File: src/rtl/alu_issue_pkg.sv
// Shared opcode, field and register-file constants for the alu_issue slice.
// Field LSBs below the immediate are given as offsets from WIDTH.
package alu_issue_pkg;

    localparam int OPC_W     = 3;
    localparam int REG_IDX_W = 2;
    localparam int NUM_REGS  = 4;

    // rs1 LSB = WIDTH - RS1_OFS, rs2 LSB = WIDTH - RS2_OFS, rd LSB = WIDTH
    localparam int RS1_OFS   = 2;
    localparam int RS2_OFS   = 4;

    typedef logic [REG_IDX_W-1:0] reg_idx_t;

    typedef enum logic [OPC_W-1:0] {
        OP_NOP = 3'b000,
        OP_ADD = 3'b001,
        OP_SUB = 3'b010,
        OP_AND = 3'b011,
        OP_OR  = 3'b100,
        OP_XOR = 3'b101,
        OP_LI  = 3'b110,
        OP_ILL = 3'b111
    } opcode_e;

    function automatic logic is_alu(input logic [OPC_W-1:0] op);
        return op inside {OP_ADD, OP_SUB, OP_AND, OP_OR, OP_XOR};
    endfunction

    function automatic logic is_arith(input logic [OPC_W-1:0] op);
        return op inside {OP_ADD, OP_SUB};
    endfunction

endpackage

File: src/rtl/issue_regfile.sv
// 4-entry register file: two asynchronous read ports, one synchronous
// write port, asynchronous active-high reset to zero.
module issue_regfile
    import alu_issue_pkg::*;
#(
    parameter int WIDTH = 7
) (
    input  logic             clk,
    input  logic             rst,
    input  reg_idx_t         ra1,
    input  reg_idx_t         ra2,
    output logic [WIDTH-1:0] rd1,
    output logic [WIDTH-1:0] rd2,
    input  logic             we,
    input  reg_idx_t         wa,
    input  logic [WIDTH-1:0] wd
);

    logic [WIDTH-1:0] regs_q [NUM_REGS];
    logic [WIDTH-1:0] regs_d [NUM_REGS];

    always_comb begin
        regs_d = regs_q;
        if (we) begin
            regs_d[wa] = wd;
        end
    end

    always_ff @(posedge clk or posedge rst) begin
        if (rst) begin
            for (int i = 0; i < NUM_REGS; i++) begin
                regs_q[i] <= '0;
            end
        end else begin
            regs_q <= regs_d;
        end
    end

    assign rd1 = regs_q[ra1];
    assign rd2 = regs_q[ra2];

endmodule

File: src/rtl/alu_issue.sv
// Decode/issue stage feeding an external ALU, with EX register and writeback.
// ALU_ISSUE_FWD_EN selects EX->decode forwarding; otherwise RAW hazards stall.
module alu_issue
    import alu_issue_pkg::*;
#(
    parameter int WIDTH    = 7,
    parameter int OP_WIDTH = 3
) (
    input  logic                            clk,
    input  logic                            rst,
    input  logic [OP_WIDTH+2+WIDTH-1:0]     instr,
    input  logic                            instr_valid,
    output logic                            instr_ready,
    input  logic                            hold,
    output logic [OP_WIDTH-1:0]             alu_op,
    output logic [WIDTH-1:0]                op1,
    output logic [WIDTH-1:0]                op2,
    input  logic [WIDTH:0]                  alu_result,
    output logic                            wb_valid,
    output logic [1:0]                      wb_rd,
    output logic [WIDTH-1:0]                wb_data,
    output logic                            carry,
    output logic                            illegal_op
);

    localparam int IW = OP_WIDTH + REG_IDX_W + WIDTH;

    logic [OP_WIDTH-1:0] dec_op;
    reg_idx_t            dec_rd;
    reg_idx_t            dec_rs1;
    reg_idx_t            dec_rs2;
    logic [WIDTH-1:0]    dec_imm;

    assign dec_op  = instr[IW-1 -: OP_WIDTH];
    assign dec_rd  = instr[WIDTH +: REG_IDX_W];
    assign dec_rs1 = instr[WIDTH-RS1_OFS +: REG_IDX_W];
    assign dec_rs2 = instr[WIDTH-RS2_OFS +: REG_IDX_W];
    assign dec_imm = instr[WIDTH-1:0];

    logic                ex_valid_q, ex_valid_d;
    logic [OP_WIDTH-1:0] ex_op_q, ex_op_d;
    reg_idx_t            ex_rd_q, ex_rd_d;
    logic [OP_WIDTH-1:0] alu_op_q, alu_op_d;
    logic [WIDTH-1:0]    op1_q, op1_d;
    logic [WIDTH-1:0]    op2_q, op2_d;

    logic                wb_valid_q, wb_valid_d;
    reg_idx_t            wb_rd_q, wb_rd_d;
    logic [WIDTH-1:0]    wb_data_q, wb_data_d;
    logic                carry_q, carry_d;
    logic                illegal_q, illegal_d;

    logic [WIDTH-1:0]    rf_rd1, rf_rd2;
    logic [WIDTH-1:0]    op1_src, op2_src;
    logic                ex_writes;
    logic [WIDTH-1:0]    ex_wdata;
    logic                stall;
    logic                accept;

    assign ex_writes = ex_valid_q
                     && (is_alu(ex_op_q) || ex_op_q == OP_LI);
    // LI keeps its immediate in op2 and bypasses the ALU
    assign ex_wdata  = (ex_op_q == OP_LI) ? op2_q
                                          : alu_result[WIDTH-1:0];

    issue_regfile #(
        .WIDTH (WIDTH)
    ) u_rf (
        .clk (clk),
        .rst (rst),
        .ra1 (dec_rs1),
        .ra2 (dec_rs2),
        .rd1 (rf_rd1),
        .rd2 (rf_rd2),
        .we  (ex_writes),
        .wa  (ex_rd_q),
        .wd  (ex_wdata)
    );

    always_comb begin
        op1_src = rf_rd1;
        op2_src = rf_rd2;
        stall   = 1'b0;
`ifdef ALU_ISSUE_FWD_EN
        if (ex_writes && ex_rd_q == dec_rs1) begin
            op1_src = ex_wdata;
        end
        if (ex_writes && ex_rd_q == dec_rs2) begin
            op2_src = ex_wdata;
        end
`else
        stall = ex_writes && is_alu(dec_op)
             && (ex_rd_q == dec_rs1 || ex_rd_q == dec_rs2);
`endif
    end

    assign instr_ready = !rst && !hold && !stall;
    assign accept      = instr_valid && instr_ready;

    always_comb begin
        ex_valid_d = 1'b0;
        ex_op_d    = OP_NOP;
        ex_rd_d    = ex_rd_q;
        alu_op_d   = '0;
        op1_d      = op1_q;
        op2_d      = op2_q;
        if (accept) begin
            ex_valid_d = 1'b1;
            ex_op_d    = dec_op;
            ex_rd_d    = dec_rd;
            op1_d      = op1_src;
            op2_d      = (dec_op == OP_LI) ? dec_imm : op2_src;
            if (is_alu(dec_op)) begin
                alu_op_d = dec_op;
            end
        end
    end

    always_comb begin
        wb_valid_d = ex_writes;
        wb_rd_d    = wb_rd_q;
        wb_data_d  = wb_data_q;
        carry_d    = carry_q;
        illegal_d  = ex_valid_q && ex_op_q == OP_ILL;
        if (ex_writes) begin
            wb_rd_d   = ex_rd_q;
            wb_data_d = ex_wdata;
        end
        if (ex_valid_q && is_arith(ex_op_q)) begin
            carry_d = alu_result[WIDTH];
        end
    end

    always_ff @(posedge clk or posedge rst) begin
        if (rst) begin
            ex_valid_q <= 1'b0;
            ex_op_q    <= '0;
            ex_rd_q    <= '0;
            alu_op_q   <= '0;
            op1_q      <= '0;
            op2_q      <= '0;
            wb_valid_q <= 1'b0;
            wb_rd_q    <= '0;
            wb_data_q  <= '0;
            carry_q    <= 1'b0;
            illegal_q  <= 1'b0;
        end else begin
            ex_valid_q <= ex_valid_d;
            ex_op_q    <= ex_op_d;
            ex_rd_q    <= ex_rd_d;
            alu_op_q   <= alu_op_d;
            op1_q      <= op1_d;
            op2_q      <= op2_d;
            wb_valid_q <= wb_valid_d;
            wb_rd_q    <= wb_rd_d;
            wb_data_q  <= wb_data_d;
            carry_q    <= carry_d;
            illegal_q  <= illegal_d;
        end
    end

    assign alu_op     = alu_op_q;
    assign op1        = op1_q;
    assign op2        = op2_q;
    assign wb_valid   = wb_valid_q;
    assign wb_rd      = wb_rd_q;
    assign wb_data    = wb_data_q;
    assign carry      = carry_q;
    assign illegal_op = illegal_q;

endmodule
File: config.mk
export PLATFORM = sky130hd
export DESIGN_NAME = alu_issue
export DESIGN_NICKNAME = d
export VERILOG_FILES = /design/src/rtl/alu_issue_pkg.sv /design/src/rtl/issue_regfile.sv /design/src/rtl/alu_issue.sv
export SDC_FILE = /design/constraint.sdc
export NUM_CORES = 1
export LEC_CHECK = 0
export ABC_AREA = 1
export ABC_CLOCK_PERIOD_IN_PS = 3000
export BUFFER_PORTS_ARGS = -buffer_cell sky130_fd_sc_hd__buf_2
export CORE_MARGIN = 5
export CORE_UTILIZATION = 50
export DETAILED_ROUTE_END_ITERATION = 8
export GPL_ROUTABILITY_DRIVEN = 0
export PLACE_DENSITY = 0.69
export SYNTH_ARGS = -nofsm -noshare
export SYNTH_HDL_FRONTEND = slang
export SYNTH_SLANG_ARGS = --single-unit
File: constraint.sdc
create_clock -name clk -period 3 [get_ports clk]
set_input_delay 0.15 -clock clk [delete_from_list [all_inputs] [get_ports clk]]
set_output_delay 0.15 -clock clk [all_outputs]
set_load 0.03 [all_outputs]
==> flow_summary.toml <==
[cts]
cts_root_buf = "clkbuf_8"
cts-htree-levels = 3
cts_made_buffers = 9
clk_pin_slew_ns = 0.06
clk_latency_ns = 0.35
ctsResizeCount = 0
cts.sinks = 63
cts.path.max_buffers = 2
cts_tree = "built"

[layout]
nFillCells = 589
drive_gt1_share_pct = 16.89
final_cell_area_sq_um = 3646
regArea_sq_um = 1577
antenna_cells = 0
multi_input_area_sq_um = 1291
nNetsFinal = 476
area_growth_pct = 15.09

[routing]
wl_met1_um = 3578
met3_wirelength_um = 501
first_pass_iters = 4
wire_per_inst_um = 13.89
route.vias.total = 2764
highest_layer = "met4"
wl_um = 7401
drtAntennaViolNets = 0
initialDrtViolationCount = 170
viasPerCell = 5.186
wl_met2_um = 3213
drc = 0

[worst_hold_path]
hold_depth = 2
min_to = "carry"
min_path_type = "input port to flip-flop"
hold_start = "alu_result[7]"

[logic_synthesis]
synth.top_cells.by_area = "dfrtp_1 (50%), nand2_1 (17%), o21ai_0 (5.8%)"
yosysMostFrequentCell = "nand2_1"
yosys_register_bits = 63
synth.net_count = 431
synth_edf_count = 0
syn_inst = 407
synthMuxAreaShare_pct = 0.7109
synth_area_sq_um = 3168
ys_seq_area_share_pct = 49.76
synthAdderAreaFrac_pct = 0
synth_top_family_by_area = "simple AND/OR/NAND/NOR gates"
ys_warn_count = 0
ys_top_cells_by_count = "nand2_1 (142), dfrtp_1 (63), inv_1 (46)"
synth_compound_area_share_pct = 10.51
synth_cell_types = 20
avgSynthCellArea_sq_um = 7.784
synthArstFlopShare_pct = 100.0
synthSimpleGateAreaFrac_pct = 28.71
yosysTopAreaCellShare_pct = 49.76
synth_xor_area_share_pct = 0.8294
synth_flop_cell = "dfrtp_1"
synth_top_cell_by_area = "dfrtp_1"

[sta]
tightest_slew_ns = 0.7069
hold_violations = 0
max_freq_ghz = 0.5008
finalCritPeriodShare_pct = 66.55
fin_crit_ns = 1.997
finClkSkew_ns = 0.009168
max-slew-margin-rel_pct = 52.80
drv_slew = 0
setup_viol = 0
grt_setup_unrepaired = "false"
fin_setup_tns_ns = 0

[worst_setup_path]
reg2reg_depth = 5
critical_path_buf_inv_count = 3
cpMostUsedCell = "nand2_1"
crit_family = "simple AND/OR/NAND/NOR gates"
crit_fanout = 18
start_kind = "flip-flop"
worst-setup-path-type = "flip-flop to output port"
worstPathCellList = "nand2_1 > nand3_1 > nand2_4 > nand2_1 > inv_1 > nand2_4 > nand2_1 > inv_1 > buf_2"
crit_path_end_kind = "output port"
arrival_ns = 1.85
regToRegEndpoint = "u_rf.regs_q[26]"
r2r_start = "ex_op_q[0]"
slowest_delay_ns = 0.39
cp_slowest_cell = "dfrtp_1"
crit_required_ns = 2.85
r2r_setup_slack_ns = 1.06

[floorplan]
io_pins = 54
die_h_um = 89.60
initial_core_util_pct = 50.76
core_region_area_sq_um = 6241
fp-row-count = 29
die-area_sq_um = 8028
dieWidth_um = 89.60

[placement]
place_area_sq_um = 3410
hpwlAfterDp_um = 5361
port_buffers = 53

[power_and_ir_drop]
cellPowerDensity_nw_per_um2 = 706.9
ir_drop_mv = 0.4508
p_leak_nw = 1.948

[job]
maxCapViolations = 0

[global_route]
antenna_found_initial = 0
grt_start_max_net_pins = 35
track_usage_pct = 20.08
grt_pass1_wl_um = 12290
overflow = 0
first_global_vias = 2657

[run_status]
status = "finished clean"
## repair_timing
| item | in CTS | in global routing |
|---|---|---|
| setup endpoints to repair | 0 | 0 |
| buffers inserted | 0 | 0 |
| hold endpoints to repair | 33 | 0 |
| hold buffers | 1 | 0 |
## per-layer routing
layer	global-route usage, %	vias to the layer above
met2	30.72	79
li1	-	1386
met5	0	-
met3	4.197	10
met4	7.984	0
met1	27.93	1289
## cells by family (layout without fill, tap and decap cells)
logic type | count (synthesis) | in the layout
buffers and inverters | 67 | 116
and+or+nand+nor | 209 | 209
DFF | 63 | 63
AOI/OAI and AO/OA | 63 | 63
xor gates and xnor gates | 3 | 3
muxes | 2 | 2
## flip-flops by register name, summed over array words and instances, names as in the netlist
register	count
carry	1
wb_data	7
u_rf.regs_q	28
alu_op	3
op2	7
ex_valid_q	1
illegal_op	1
ex_op_q	3
ex_rd_q	2
op1	7
wb_valid	1
wb_rd	2
## layout make-up
cell class / instances / share of cell area, %
clock inverter: 4 / 2.608
timing repair buffer: 55 / 7.756
sequential: 63 / 43.24
multi-input combinational: 277 / 35.42
inverter: 46 / 4.736
tap: 77 / 2.642
clock buffer: 11 / 3.603
## power by group
part / switching, mW / leakage, nW / total [mW] / internal (mW)
Clock: 0.313 / 0.113 / 0.859 / 0.547
Combinational: 0.399 / 1.13 / 0.592 / 0.193
Sequential: 0.112 / 0.708 / 1.13 / 1.01
Total: 0.824 / 1.95 / 2.58 / 1.75
## cells in the final DEF, fill, tap and decap left out, types with 3 or more instances in the layout
| master | instances |
|---|---|
| a21oi_1 | 19 |
| buf_2 | 53 |
| bufinv_16 | 3 |
| clkbuf_8 | 9 |
| dfrtp_1 | 63 |
| inv_1 | 45 |
| nand2_1 | 142 |
| nand3_1 | 23 |
| nand4_1 | 17 |
| nor2_1 | 20 |
| nor2_4 | 3 |
| o211ai_1 | 7 |
| o21ai_0 | 37 |
| xnor2_1 | 3 |
## stage by stage
| step | util (%) | worst slack (ns) | std cells | power, mW | hold WS (ns) |
|---|---|---|---|---|---|
| 2_1_floorplan | - | 1.280 | 407 | 1.555 | 0.2706 |
| 3_3_place_gp | 54.63 | 1.138 | 517 | 1.715 | 0.3094 |
| 3_5_place_dp | 54.63 | 1.091 | 517 | 1.731 | 0.3206 |
| 4_1_cts | 58.42 | 0.9775 | 533 | 2.595 | 0.03269 |
| 5_1_grt | 58.42 | 0.7987 | 533 | 2.742 | 0.04509 |
| 6_report | 58.42 | 1.003 | 533 | 2.577 | 0.04068 |
## worst max-delay path by stage
stage	from	end	depth (start not counted)	slack, ns
2_1_floorplan	rst	alu_op[0]	1	1.28
3_3_place_gp	ex_op_q[0]	u_rf.regs_q[26]	5	1.14
3_5_place_dp	ex_op_q[0]	u_rf.regs_q[26]	5	1.09
4_1_cts	ex_op_q[1]	instr_ready	9	0.98
5_1_grt	ex_op_q[1]	instr_ready	9	0.80
6_report	ex_op_q[1]	instr_ready	9	1.00
Note: power is estimated with default switching activity, not from simulation.
